### src/rtl/bcd_down_timer.sv
// bcd_down_timer: multi-digit BCD game-timer down counter.
// Loads a clamped BCD value, adds saturating bonus time and counts down on
// qualified ticks. At zero it either holds or reloads all-nines (WRAP).
// expired is a registered one-cycle pulse when a decrement reaches zero.
// Optional feature macro: BCD_TIMER_WARN_EN enables the registered low-time
// warn output. When the macro is undefined, warn is tied low.
module bcd_down_timer #(
  parameter int DIGITS      = 2,
  parameter int WRAP        = 0,
  parameter int WARN_THRESH = 5
) (
  input  logic                  clk,
  input  logic                  reset,
  input  logic                  loadN,
  input  logic                  enable1,
  input  logic                  enable2,
  input  logic                  add_en,
  input  logic [4*DIGITS-1:0]   add_value,
  input  logic [4*DIGITS-1:0]   datain,
  output logic [4*DIGITS-1:0]   count,
  output logic                  tc,
  output logic                  expired,
  output logic                  warn
);

  localparam int W = 4 * DIGITS;
  localparam logic [W-1:0] ZERO_L  = {W{1'b0}};
  localparam logic [W-1:0] NINES_L = {DIGITS{4'h9}};

  // Limit one BCD digit to the legal range 0..9.
  function automatic logic [3:0] clamp_digit(input logic [3:0] d);
    if (d > 4'd9) begin
      return 4'd9;
    end else begin
      return d;
    end
  endfunction

  // Clamp every digit of a BCD word.
  function automatic logic [W-1:0] clamp_bcd(input logic [W-1:0] v);
    logic [W-1:0] r;
    r = ZERO_L;
    for (int i = 0; i < DIGITS; i++) begin
      r[4*i +: 4] = clamp_digit(v[4*i +: 4]);
    end
    return r;
  endfunction

  // BCD ripple add. A carry out of the top digit saturates to all-nines.
  function automatic logic [W-1:0] sat_add(input logic [W-1:0] a, input logic [W-1:0] b);
    logic [W-1:0] r;
    logic         c;
    logic [4:0]   s;
    r = ZERO_L;
    c = 1'b0;
    for (int i = 0; i < DIGITS; i++) begin
      s = {1'b0, a[4*i +: 4]} + {1'b0, b[4*i +: 4]} + {4'd0, c};
      if (s > 5'd9) begin
        s = s - 5'd10;
        c = 1'b1;
      end else begin
        c = 1'b0;
      end
      r[4*i +: 4] = s[3:0];
    end
    if (c) begin
      r = NINES_L;
    end else begin
      r = r;
    end
    return r;
  endfunction

  // BCD decrement with digit-wise borrow. The caller excludes zero.
  function automatic logic [W-1:0] bcd_dec(input logic [W-1:0] v);
    logic [W-1:0] r;
    logic         borrow;
    logic [3:0]   d;
    r      = ZERO_L;
    borrow = 1'b1;
    for (int i = 0; i < DIGITS; i++) begin
      d = v[4*i +: 4];
      if (borrow) begin
        if (d == 4'd0) begin
          d = 4'd9;
        end else begin
          d      = d - 4'd1;
          borrow = 1'b0;
        end
      end else begin
        d = d;
      end
      r[4*i +: 4] = d;
    end
    return r;
  endfunction

  logic           tick_s;
  logic [W-1:0]   base_s;
  logic [W-1:0]   dec_s;
  logic [W-1:0]   count_next_s;
  logic           expired_next_s;
  logic [W-1:0]   count_r;
  logic           expired_r;

  // Next-state selection: load beats add/tick. An add is applied before a
  // same-cycle tick, so no tick is lost.
  always_comb begin
    tick_s         = enable1 & enable2;
    base_s         = count_r;
    dec_s          = ZERO_L;
    count_next_s   = count_r;
    expired_next_s = 1'b0;
    if (!loadN) begin
      count_next_s = clamp_bcd(datain);
    end else begin
      if (add_en) begin
        base_s = sat_add(count_r, clamp_bcd(add_value));
      end else begin
        base_s = count_r;
      end
      dec_s = bcd_dec(base_s);
      if (tick_s) begin
        if (base_s == ZERO_L) begin
          if (WRAP != 0) begin
            count_next_s = NINES_L;
          end else begin
            count_next_s = ZERO_L;
          end
        end else begin
          count_next_s   = dec_s;
          expired_next_s = (dec_s == ZERO_L);
        end
      end else begin
        count_next_s = base_s;
      end
    end
  end

  // Count and expiry pulse registers with synchronous reset.
  always_ff @(posedge clk) begin
    if (reset) begin
      count_r   <= ZERO_L;
      expired_r <= 1'b0;
    end else begin
      count_r   <= count_next_s;
      expired_r <= expired_next_s;
    end
  end

  assign count   = count_r;
  assign tc      = (count_r == ZERO_L);
  assign expired = expired_r;

`ifdef BCD_TIMER_WARN_EN
  localparam logic [15:0] WARN_THRESH_L = 16'(WARN_THRESH);

  // Digit-weighted binary value of a BCD word.
  function automatic logic [15:0] bcd_to_bin(input logic [W-1:0] v);
    logic [15:0] acc;
    acc = 16'd0;
    for (int i = DIGITS - 1; i >= 0; i--) begin
      acc = acc * 16'd10 + {12'd0, v[4*i +: 4]};
    end
    return acc;
  endfunction

  logic warn_r;

  // Low-time warning follows the next count so it tracks loads and adds.
  always_ff @(posedge clk) begin
    if (reset) begin
      warn_r <= 1'b0;
    end else begin
      warn_r <= (count_next_s != ZERO_L) && (bcd_to_bin(count_next_s) <= WARN_THRESH_L);
    end
  end

  assign warn = warn_r;
`else
  // Warning disabled: constant low; the parameter reference folds away.
  localparam logic WARN_OFF_L = (WARN_THRESH >= 0) & 1'b0;
  assign warn = WARN_OFF_L;
`endif

endmodule

### config.mk
export PLATFORM = sky130hd
export DESIGN_NAME = bcd_down_timer
export DESIGN_NICKNAME = d
export VERILOG_FILES = /design/src/rtl/bcd_down_timer.sv
export SDC_FILE = /design/constraint.sdc
export NUM_CORES = 1
export LEC_CHECK = 0
export CORE_UTILIZATION = 50
export CTS_CLUSTER_SIZE = 16
export DETAILED_ROUTE_END_ITERATION = 8
export PLACE_DENSITY_LB_ADDON = 0.3
export SLEW_MARGIN = 15
export SYNTH_ARGS = -nofsm -noshare
export SYNTH_HDL_FRONTEND = slang
export SYNTH_SLANG_ARGS = --single-unit
### constraint.sdc
create_clock -name clk -period 14.4 [get_ports clk]
set_input_delay 3.6 -clock clk [delete_from_list [all_inputs] [get_ports clk]]
set_output_delay 3.6 -clock clk [all_outputs]
set_load 0.1 [all_outputs]
==> flow_metrics.tcl, run 1 <==
set metrics [dict create \
    status "completed" \
    worst-r2r-setup-slack_ns 9.43 \
    crit_type "in2reg" \
    grt_antenna_before_repair 0 \
    yosysSeqAreaShare_pct 14.7 \
    overflow 0 \
    syn_inst 161 \
    cp.required_ns 14.55 \
    rows 17 \
    hold_viol_final 0 \
    crit_start "add_value[3]" \
    n_antenna_cell 0 \
    multi_input_area_um2 980 \
    clockBufferDepth 2 \
    ys_warn_count 0 \
    avgSynthCellArea_um2 7.63 \
    worst_r2r_endpoint "count[5]" \
    cp-endpoint "count[5]" \
    maxCapViolations 0 \
    synth_cell_types 58 \
    core_area_um2 2250 \
    finalCritPeriodShare_pct 60.1 \
    final.setup.tns_ns 0 \
    fin_area_um2 1580 \
    start_util_pct 54.5 \
    clock_latency_ns 0.26 \
    min_period_ns 8.66 \
    synth_area_um2 1230 \
    utilization_pct 69.9 \
    r2r_start "count[0]" \
    clkTransAtPathRegs_ns 0.06 \
    grt_usage_pct 27.4 \
    via_per_inst 5.95 \
    die_y_um 51.6 \
    crit_path_start_kind "input pin" \
    design.die.area_um2 2660 \
    grt_pass1_wl_um 5510 \
    leakagePower_nw 0.662 \
    grt_max_degree 15 \
    grt_pass1_vias 1280 \
    vias 1302 \
    fillers 193 \
    ctsHoldBuffers 0 \
    ys_ff_latch 9 \
    async_reset_ff_share_pct 0 \
    num_io_pins 33 \
    ant_nets 0 \
    drive_gt1_share_pct 6.81 \
    cp_data_arrival_time_ns 8.81 \
    power.density_nw_per_um2 104 \
    htree_num_levels 1 \
    slew_headroom_pct 34.2 \
    ir_drop_uv 69.2 \
    end_kind "register" \
    dpl.hpwl_um 2580 \
    drc 0 \
    final_max_slew_viol_count 0 \
    dr.pass1.iters 4 \
    totalWireLength_um 3120 \
    root_buffer "clkbuf_4" \
    cts_tree "yes" \
    synthesis.nets 195 \
    reg2regPathDepth 19 \
    cts_buffers 3 \
    placed_area_um2 1550 \
    wl_per_cell_um 14.2 \
    area_growth_pct 28.3 \
    dieWidth_um 51.6 \
    finalSetupViolCount 0 \
    seqCellArea_um2 180 \
    place_congestion 0.885 \
    tightestPinTransition_ns 0.984 \
    finClkSkew_ns 0.00456 \
    nNetsFinal 226 \
    cp_max_fo 6 \
    hold_path.class "reg2reg" \
    fmax_mhz 115 \
    holdWs_ns 0.696 \
    post_cts_resize_count 0 \
    cts_setup_buffers 0 \
    numPortBuffers 31 \
    first_iter_violations 24 \
    synth_flop_cell "dfxtp_1" \
    clkSinkCount 9 \
    rsz0062_at_grt "false" \
    synth_edf_count 0 \
]
## metal layers
| layer | GRT usage [%] | vias to the layer above | routed length [um] |
|---|---|---|---|
| met1 | 33.0 | 594 | 1360 |
| met5 | 0 | - | 0 |
| met3 | 2.63 | 6 | 159 |
| met4 | 14.0 | 0 | 65 |
| li1 | - | 651 | - |
| met2 | 47.8 | 51 | 1540 |
## synthesized netlist by cell type, drive strengths merged (4+ instances only)
library cell | instances | share of area, %
nor2 | 15 | 4.6
inv | 12 | 3.7
nand2 | 12 | 3.7
o21ai | 11 | 4.5
dfxtp | 9 | 15
ha | 9 | 9.2
a21oi | 8 | 3.3
nand2b | 6 | 3.1
nor2b | 6 | 3.1
a21o | 4 | 2.5
nand3 | 4 | 1.6
nor3 | 4 | 1.6
## worst min path at each step
| stage | endpoint | startpoint | cells past startpoint | slack, ns |
|---|---|---|---|---|
| after detailed placement | count[7] | count[7] | 2 | 0.69 |
| final | count[7] | count[7] | 2 | 0.70 |
| after floorplan | count[7] | count[7] | 2 | 1.13 |
| after global routing | count[7] | count[7] | 2 | 0.80 |
| after global placement | count[7] | count[7] | 2 | 0.69 |
| after CTS | count[7] | count[7] | 2 | 0.70 |
## sequential cells by signal (all words and copies together) (netlist names)
signal / flops
expired: 1
count: 8
## per-stage QoR
step	worst slack (ns)	std cells	power (mW)
after floorplan	6.58	161	0.117
after global placement	5.81	215	0.140
after detailed placement	5.55	215	0.144
after CTS	5.77	219	0.163
after global routing	5.38	219	0.176
final	5.74	219	0.164
## logic make-up (layout without fill, tap and decap cells)
family,count (synthesis),in the layout,share of synthesized area [%]
AOI/OAI and AO/OA,48,48,28.7
xor gates and xnor gates,3,3,2.14
adders and majority gates,12,12,14.1
buffers and inverters,17,47,5.60
DFF,9,9,14.7
muxes,3,3,2.95
other,1,1,0.305
and+or+nand+nor,68,68,31.6
## critical path: stages
cell,delay (ns)
clkdlybuf4s50_1,0.52
o21ai_0,0.12
nand2b_1,0.10
ha_1,0.20
inv_1,0.07
fa_1,0.60
inv_1,0.09
nor2_1,0.17
o21ai_0,0.14
fa_1,0.43
fa_1,0.45
a211oi_1,0.21
a31oi_1,0.05
or3_1,0.38
a21oi_1,0.22
nor2_1,0.11
inv_1,0.09
ha_1,0.29
and3_1,0.25
nand4_2,0.16
mux2_1,0.35
a22o_1,0.18
## power by group
group	internal (mW)	leakage (nW)	total [mW]	switching [mW]
Sequential	0.0275	0.0743	0.0310	0.00347
Combinational	0.0433	0.573	0.114	0.0708
Clock	0.0107	0.0150	0.0191	0.00848
Total	0.0815	0.662	0.164	0.0828
## area by class of cell
cell class | instances | share of cell area [%]
Timing Repair Buffer | 31 | 19.7
Multi-Input combinational cell | 135 | 62.1
Inverter | 12 | 2.86
Clock buffer | 4 | 1.67
Tap cell | 28 | 2.22
Sequential cell | 9 | 11.4
## placed cells by master (no fill, tap or decap), types with 2 or more instances in the layout
cell type        count
clkdlybuf4s50_1     31
nor2_1              15
inv_1               12
nand2_1             12
o21ai_0             10
ha_1                 9
dfxtp_1              9
a21oi_1              8
nand2b_1             6
nor2b_1              6
nand3_1              4
nor3_1               4
and3_1               3
a21o_1               3
o211ai_1             3
fa_1                 3
clkbuf_4             3
xnor2_1              2
a211oi_1             2
a31oi_1              2
nor4b_1              2
and4_1               2
or4_1                2
and2_1               2
a22o_1               2
nand4_2              2
Note: power is estimated with default switching activity, not from simulation.
==> run 2: changes to the inputs <==
--- a/config.mk
+++ b/config.mk
@@ -5,7 +5,7 @@
 export SDC_FILE = /design/constraint.sdc
 export NUM_CORES = 1
 export LEC_CHECK = 0
-export CORE_UTILIZATION = 50
+export CORE_UTILIZATION = 49
 export CTS_CLUSTER_SIZE = 16
 export DETAILED_ROUTE_END_ITERATION = 8
 export PLACE_DENSITY_LB_ADDON = 0.3
==> constraint.sdc (replaced) <==
create_clock -name clk -period 8.6 [get_ports clk]
set_input_delay 2.15 -clock clk [delete_from_list [all_inputs] [get_ports clk]]
set_output_delay 2.15 -clock clk [all_outputs]
set_load 0.1 [all_outputs]
==> run 2 against run 1 <==
Net effect: combinational power grew 69%; total power is 70% higher; core utilization down 1.3 points; critical endpoint unchanged.
==> flow_metrics.tcl, run 2 (synthesis gave the netlist of run 1 again) <==
set metrics [dict create \
    grt_max_degree 15 \
    power_uw 279 \
    seqCellArea_um2 180 \
    min_period_ns 7.25 \
    core_area_um2 2300 \
    multi_input_area_um2 980 \
    n_antenna_cell 0 \
    vias 1348 \
    stdcell_count 219 \
    final_common_cell "clkdlybuf4s50_1" \
    post_cts_resize_count 0 \
    p_comb_share_pct 69.0 \
    clkTransAtPathRegs_ns 0.06 \
    tightestPinTransition_ns 0.996 \
    reg2regPathDepth 19 \
    place_congestion 0.865 \
    cts_tree "yes" \
    rows 17 \
    area_growth_pct 28.3 \
    clockBufferDepth 2 \
    overflow 0 \
    power_frac_seq_pct 18.7 \
    totalWireLength_um 3350 \
    start_util_pct 53.5 \
    leakagePower_nw 0.662 \
    slew_headroom_pct 33.4 \
    largest_reg_flops 8 \
    crit_type "in2reg" \
    critPathSlowestCell "fa_1" \
    status "completed" \
    hold_path.class "reg2reg" \
    max_stage_delay_ns 0.60 \
    power.density_nw_per_um2 177 \
    num_io_pins 33 \
    crit_path_start_kind "input pin" \
    end_kind "register" \
    p_switching_uw 143 \
    grt_antenna_before_repair 0 \
    final.setup.tns_ns 0 \
    rsz0062_at_grt "false" \
    ant_nets 0 \
    numPortBuffers 31 \
    path_buf_inv 4 \
    final_max_slew_viol_count 0 \
    dp_cells 215 \
    swShare_pct 51.1 \
    clock_power_share_pct 12.3 \
    htree_num_levels 1 \
    finalSetupViolCount 0 \
    design.die.area_um2 2710 \
    maxCapViolations 0 \
    whs_endpoint "count[6]" \
    grt_usage_pct 27.6 \
    p_int_uw 136 \
    drc 0 \
    finClkSkew_ns 0.00659 \
    finalCritPeriodShare_pct 84.3 \
    fillers 190 \
    r2r_start "count[0]" \
    dieWidth_um 52.1 \
    cts_setup_buffers 0 \
    first_iter_violations 27 \
    cts_buffers 3 \
    ctsHoldBuffers 0 \
    hold_start "count[7]" \
    die_y_um 52.1 \
    clkSinkCount 9 \
    hold_viol_final 0 \
    grt_pass1_wl_um 5640 \
    path_delay_family "adder cells" \
    via_per_inst 6.16 \
    mostFrequentLayoutCells "clkdlybuf4s50_1 (31), nor2_1 (15), inv_1 (12), nand2_1 (12), o21ai_0 (10)" \
    wl_per_cell_um 15.3 \
    worst-r2r-setup-slack_ns 3.50 \
    fmax_mhz 138 \
    nNetsFinal 226 \
    grt_pass1_vias 1276 \
    drive_gt1_share_pct 6.81 \
    dr.pass1.iters 6 \
    hold_path_depth 2 \
    dpl.hpwl_um 2630 \
    clock_latency_ns 0.27 \
    cp.required_ns 8.76 \
    cp_max_fo 6 \
    cp_data_arrival_time_ns 7.41 \
    crit_chain "clkdlybuf4s50_1 -> o21ai_0 -> nand2b_1 -> ha_1 -> inv_1 -> fa_1 -> inv_1 -> nor2_1 -> o21ai_0 -> fa_1 -> fa_1 -> a211oi_1 -> a31oi_1 -> or3_1 -> a21oi_1 -> nor2_1 -> inv_1 -> ha_1 -> and3_1 -> nand4_2 -> mux2_1 -> a22o_1" \
    root_buffer "clkbuf_4" \
    worst_r2r_endpoint "count[5]" \
    ir_drop_uv 121 \
]
==> run 2: worst min-delay path, cell delays in order, from the launching register on <==
cell and delay [ns]:
dfxtp_1 0.36, o211ai_1 0.22, o311ai_1 0.11
==> run 2: area by class of cell <==
| cell class | count | area share (%) |
|---|---|---|
| Clock buffer | 4 | 1.67 |
| Inverter | 12 | 2.86 |
| Multi-Input combinational cell | 135 | 62.1 |
| Sequential cell | 9 | 11.4 |
| Tap cell | 28 | 2.22 |
| Timing Repair Buffer | 31 | 19.7 |
==> run 2: how the worst max path moves through the flow <==
stage	end	slack [ns]	cells past startpoint	start
floorplan	count[5]	2.23	21	add_value[1]
global placement	count[5]	1.43	22	add_value[3]
detailed placement	count[5]	1.11	22	add_value[3]
CTS	count[5]	1.38	22	add_value[3]
global route	count[5]	0.98	22	add_value[3]
finish	count[5]	1.35	22	add_value[3]
==> run 2: layer usage <==
| layer | wire [um] | GRT usage, % | vias up |
|---|---|---|---|
| li1 | - | - | 655 |
| met5 | 0 | 0 | - |
| met3 | 130 | 2.63 | 16 |
| met2 | 1740 | 49.8 | 51 |
| met1 | 1400 | 32.4 | 626 |
| met4 | 81 | 12.2 | 0 |
==> run 2: power by group through the flow <==
stage / sequential (mW) / clock (mW) / combinational, mW
floorplan: 0.0818 / 0 / 0.115
global placement: 0.0529 / 0 / 0.182
detailed placement: 0.0531 / 0 / 0.189
CTS: 0.0521 / 0.0342 / 0.191
global route: 0.0530 / 0.0365 / 0.207
finish: 0.0523 / 0.0344 / 0.193
==> run 2: metrics by stage <==
stage               cell area [um2]  worst slack [ns]  util (%)  hold slack [ns]
floorplan                      1230              2.23         -             1.13
global placement               1550              1.43      67.5            0.693
detailed placement             1550              1.11      67.5            0.712
CTS                            1580              1.38      68.6            0.727
global route                   1580             0.981      68.6            0.820
finish                         1580              1.35      68.6            0.733
==> run 3: changes to the inputs <==
==> constraint.sdc (replaced) <==
create_clock -name clk -period 7.6 [get_ports clk]
set_input_delay 1.9 -clock clk [delete_from_list [all_inputs] [get_ports clk]]
set_output_delay 1.9 -clock clk [all_outputs]
set_load 0.1 [all_outputs]
==> run 3 against run 2 <==
Net effect: cell area unchanged; clock skew down 0.0015 ns; total power up 11%; routed wire length down 7.3%; largest cell class unchanged; highest routed layer unchanged.
==> flow_metrics.tcl, run 3 (synthesis gave the netlist of run 1 again) <==
set metrics [dict create \
    status "completed" \
    tightestPinTransition_ns 0.969 \
    cts_setup_buffers 0 \
    dpl.hpwl_um 2530 \
    wl_per_cell_um 14.2 \
    grt_pass1_wl_um 5300 \
    power_frac_seq_pct 19.0 \
    end_kind "register" \
    p_switching_uw 156 \
    p_comb_share_pct 69.4 \
    num_io_pins 33 \
    htree_num_levels 1 \
    nNetsFinal 226 \
    drc 0 \
    swShare_pct 50.2 \
    final_common_cell "clkdlybuf4s50_1" \
    largest_reg_flops 8 \
    root_buffer "clkbuf_4" \
    ant_nets 0 \
    seqCellArea_um2 180 \
    dieWidth_um 52.1 \
    place_ws_ns 0.396 \
    fin_ws_ns 0.578 \
    place_congestion 0.845 \
    power.density_nw_per_um2 196 \
    core_area_um2 2300 \
    hold_viol_final 0 \
    rsz0062_at_grt "false" \
    final.setup.tns_ns 0 \
    finalSetupViolCount 0 \
    clockBufferDepth 2 \
    numPortBuffers 31 \
    p_int_uw 154 \
    final_max_slew_viol_count 0 \
    cts_buffers 3 \
    clock_latency_ns 0.26 \
    dr.pass1.iters 6 \
    cp_data_arrival_time_ns 7.17 \
    grt_usage_pct 25.3 \
    holdWs_ns 0.720 \
    maxCapViolations 0 \
    totalWireLength_um 3110 \
    crit_path_start_kind "input pin" \
    first_iter_violations 27 \
    crit_type "in2reg" \
    ctsHoldBuffers 0 \
    leakagePower_nw 0.662 \
    n_antenna_cell 0 \
    hold_path.class "reg2reg" \
    fillers 206 \
    design.die.area_um2 2710 \
    grt_max_degree 15 \
    grt_pass1_vias 1274 \
    area_growth_pct 28.3 \
    clkTransAtPathRegs_ns 0.06 \
    via_per_inst 6.08 \
    slew_headroom_pct 35.2 \
    clkSinkCount 9 \
    cp.required_ns 7.74 \
    min_period_ns 7.02 \
    cp_max_fo 6 \
    clock_power_share_pct 11.6 \
    overflow 0 \
    start_util_pct 53.5 \
    drive_gt1_share_pct 6.81 \
    cts_tree "yes" \
    rows 17 \
    fmax_mhz 142 \
    post_cts_resize_count 0 \
    vias 1332 \
    grt_antenna_before_repair 0 \
    finClkSkew_ns 0.00513 \
    die_y_um 52.1 \
    ir_drop_uv 143 \
    mostFrequentLayoutCells "clkdlybuf4s50_1 (31), nor2_1 (15), inv_1 (12), nand2_1 (12), o21ai_0 (10)" \
    finalCritPeriodShare_pct 92.4 \
    multi_input_area_um2 980 \
]
## run 3: area by class of cell
cell class	count	area share [%]
well taps	28	2.22
flip-flops and latches	9	11.4
clock buffers	4	1.67
multi-input cells	135	62.1
inverters	12	2.86
repair buffers	31	19.7
## run 3: critical path, stage by stage
cell,delay (ns)
clkdlybuf4s50_1,0.52
o21ai_0,0.11
nand2b_1,0.09
ha_1,0.20
inv_1,0.07
fa_1,0.61
inv_1,0.08
nor2_1,0.20
o21ai_0,0.18
fa_1,0.44
fa_1,0.45
a211oi_1,0.20
a31oi_1,0.05
or3_1,0.39
a21oi_1,0.21
nor2_1,0.13
inv_1,0.09
ha_1,0.29
and3_1,0.26
nand4_2,0.16
mux2_1,0.34
a22o_1,0.18
## run 3: path summary, 6_finish.rpt
kind / start / endpoint / slack [ns] / cells past startpoint
min reg2reg: count[7] / count[7] / 0.72 / 2
max reg2reg: count[0] / count[5] / 2.53 / 19
min: count[7] / count[7] / 0.72 / 2
max: add_value[3] / count[5] / 0.58 / 22
## run 3: through the flow
step	instances	power (mW)	cell area [um2]	utilization (%)
5_1_grt	219	0.331	1580	68.6
4_1_cts	219	0.308	1580	68.6
2_1_floorplan	161	0.222	1230	-
3_3_place_gp	215	0.265	1550	67.5
3_5_place_dp	215	0.271	1550	67.5
6_report	219	0.310	1580	68.6
## run 3: per-layer routing
| layer | part of all wire [%] | global-route usage [%] | vias to the layer above |
|---|---|---|---|
| met5 | 0 | 0 | - |
| met4 | 1.2 | 7.66 | 0 |
| met3 | 4.2 | 1.75 | 4 |
| met2 | 51 | 47.2 | 51 |
| met1 | 43 | 30.2 | 620 |
| li1 | - | - | 657 |
## run 3: power by group through the flow
stage	logic [mW]	clock network (mW)	registers, mW
final	0.215	0.0358	0.0589
after global routing	0.233	0.0384	0.0596
after CTS	0.213	0.0358	0.0589
after detailed placement	0.211	0	0.0599
after global placement	0.206	0	0.0598
after floorplan	0.130	0	0.0926
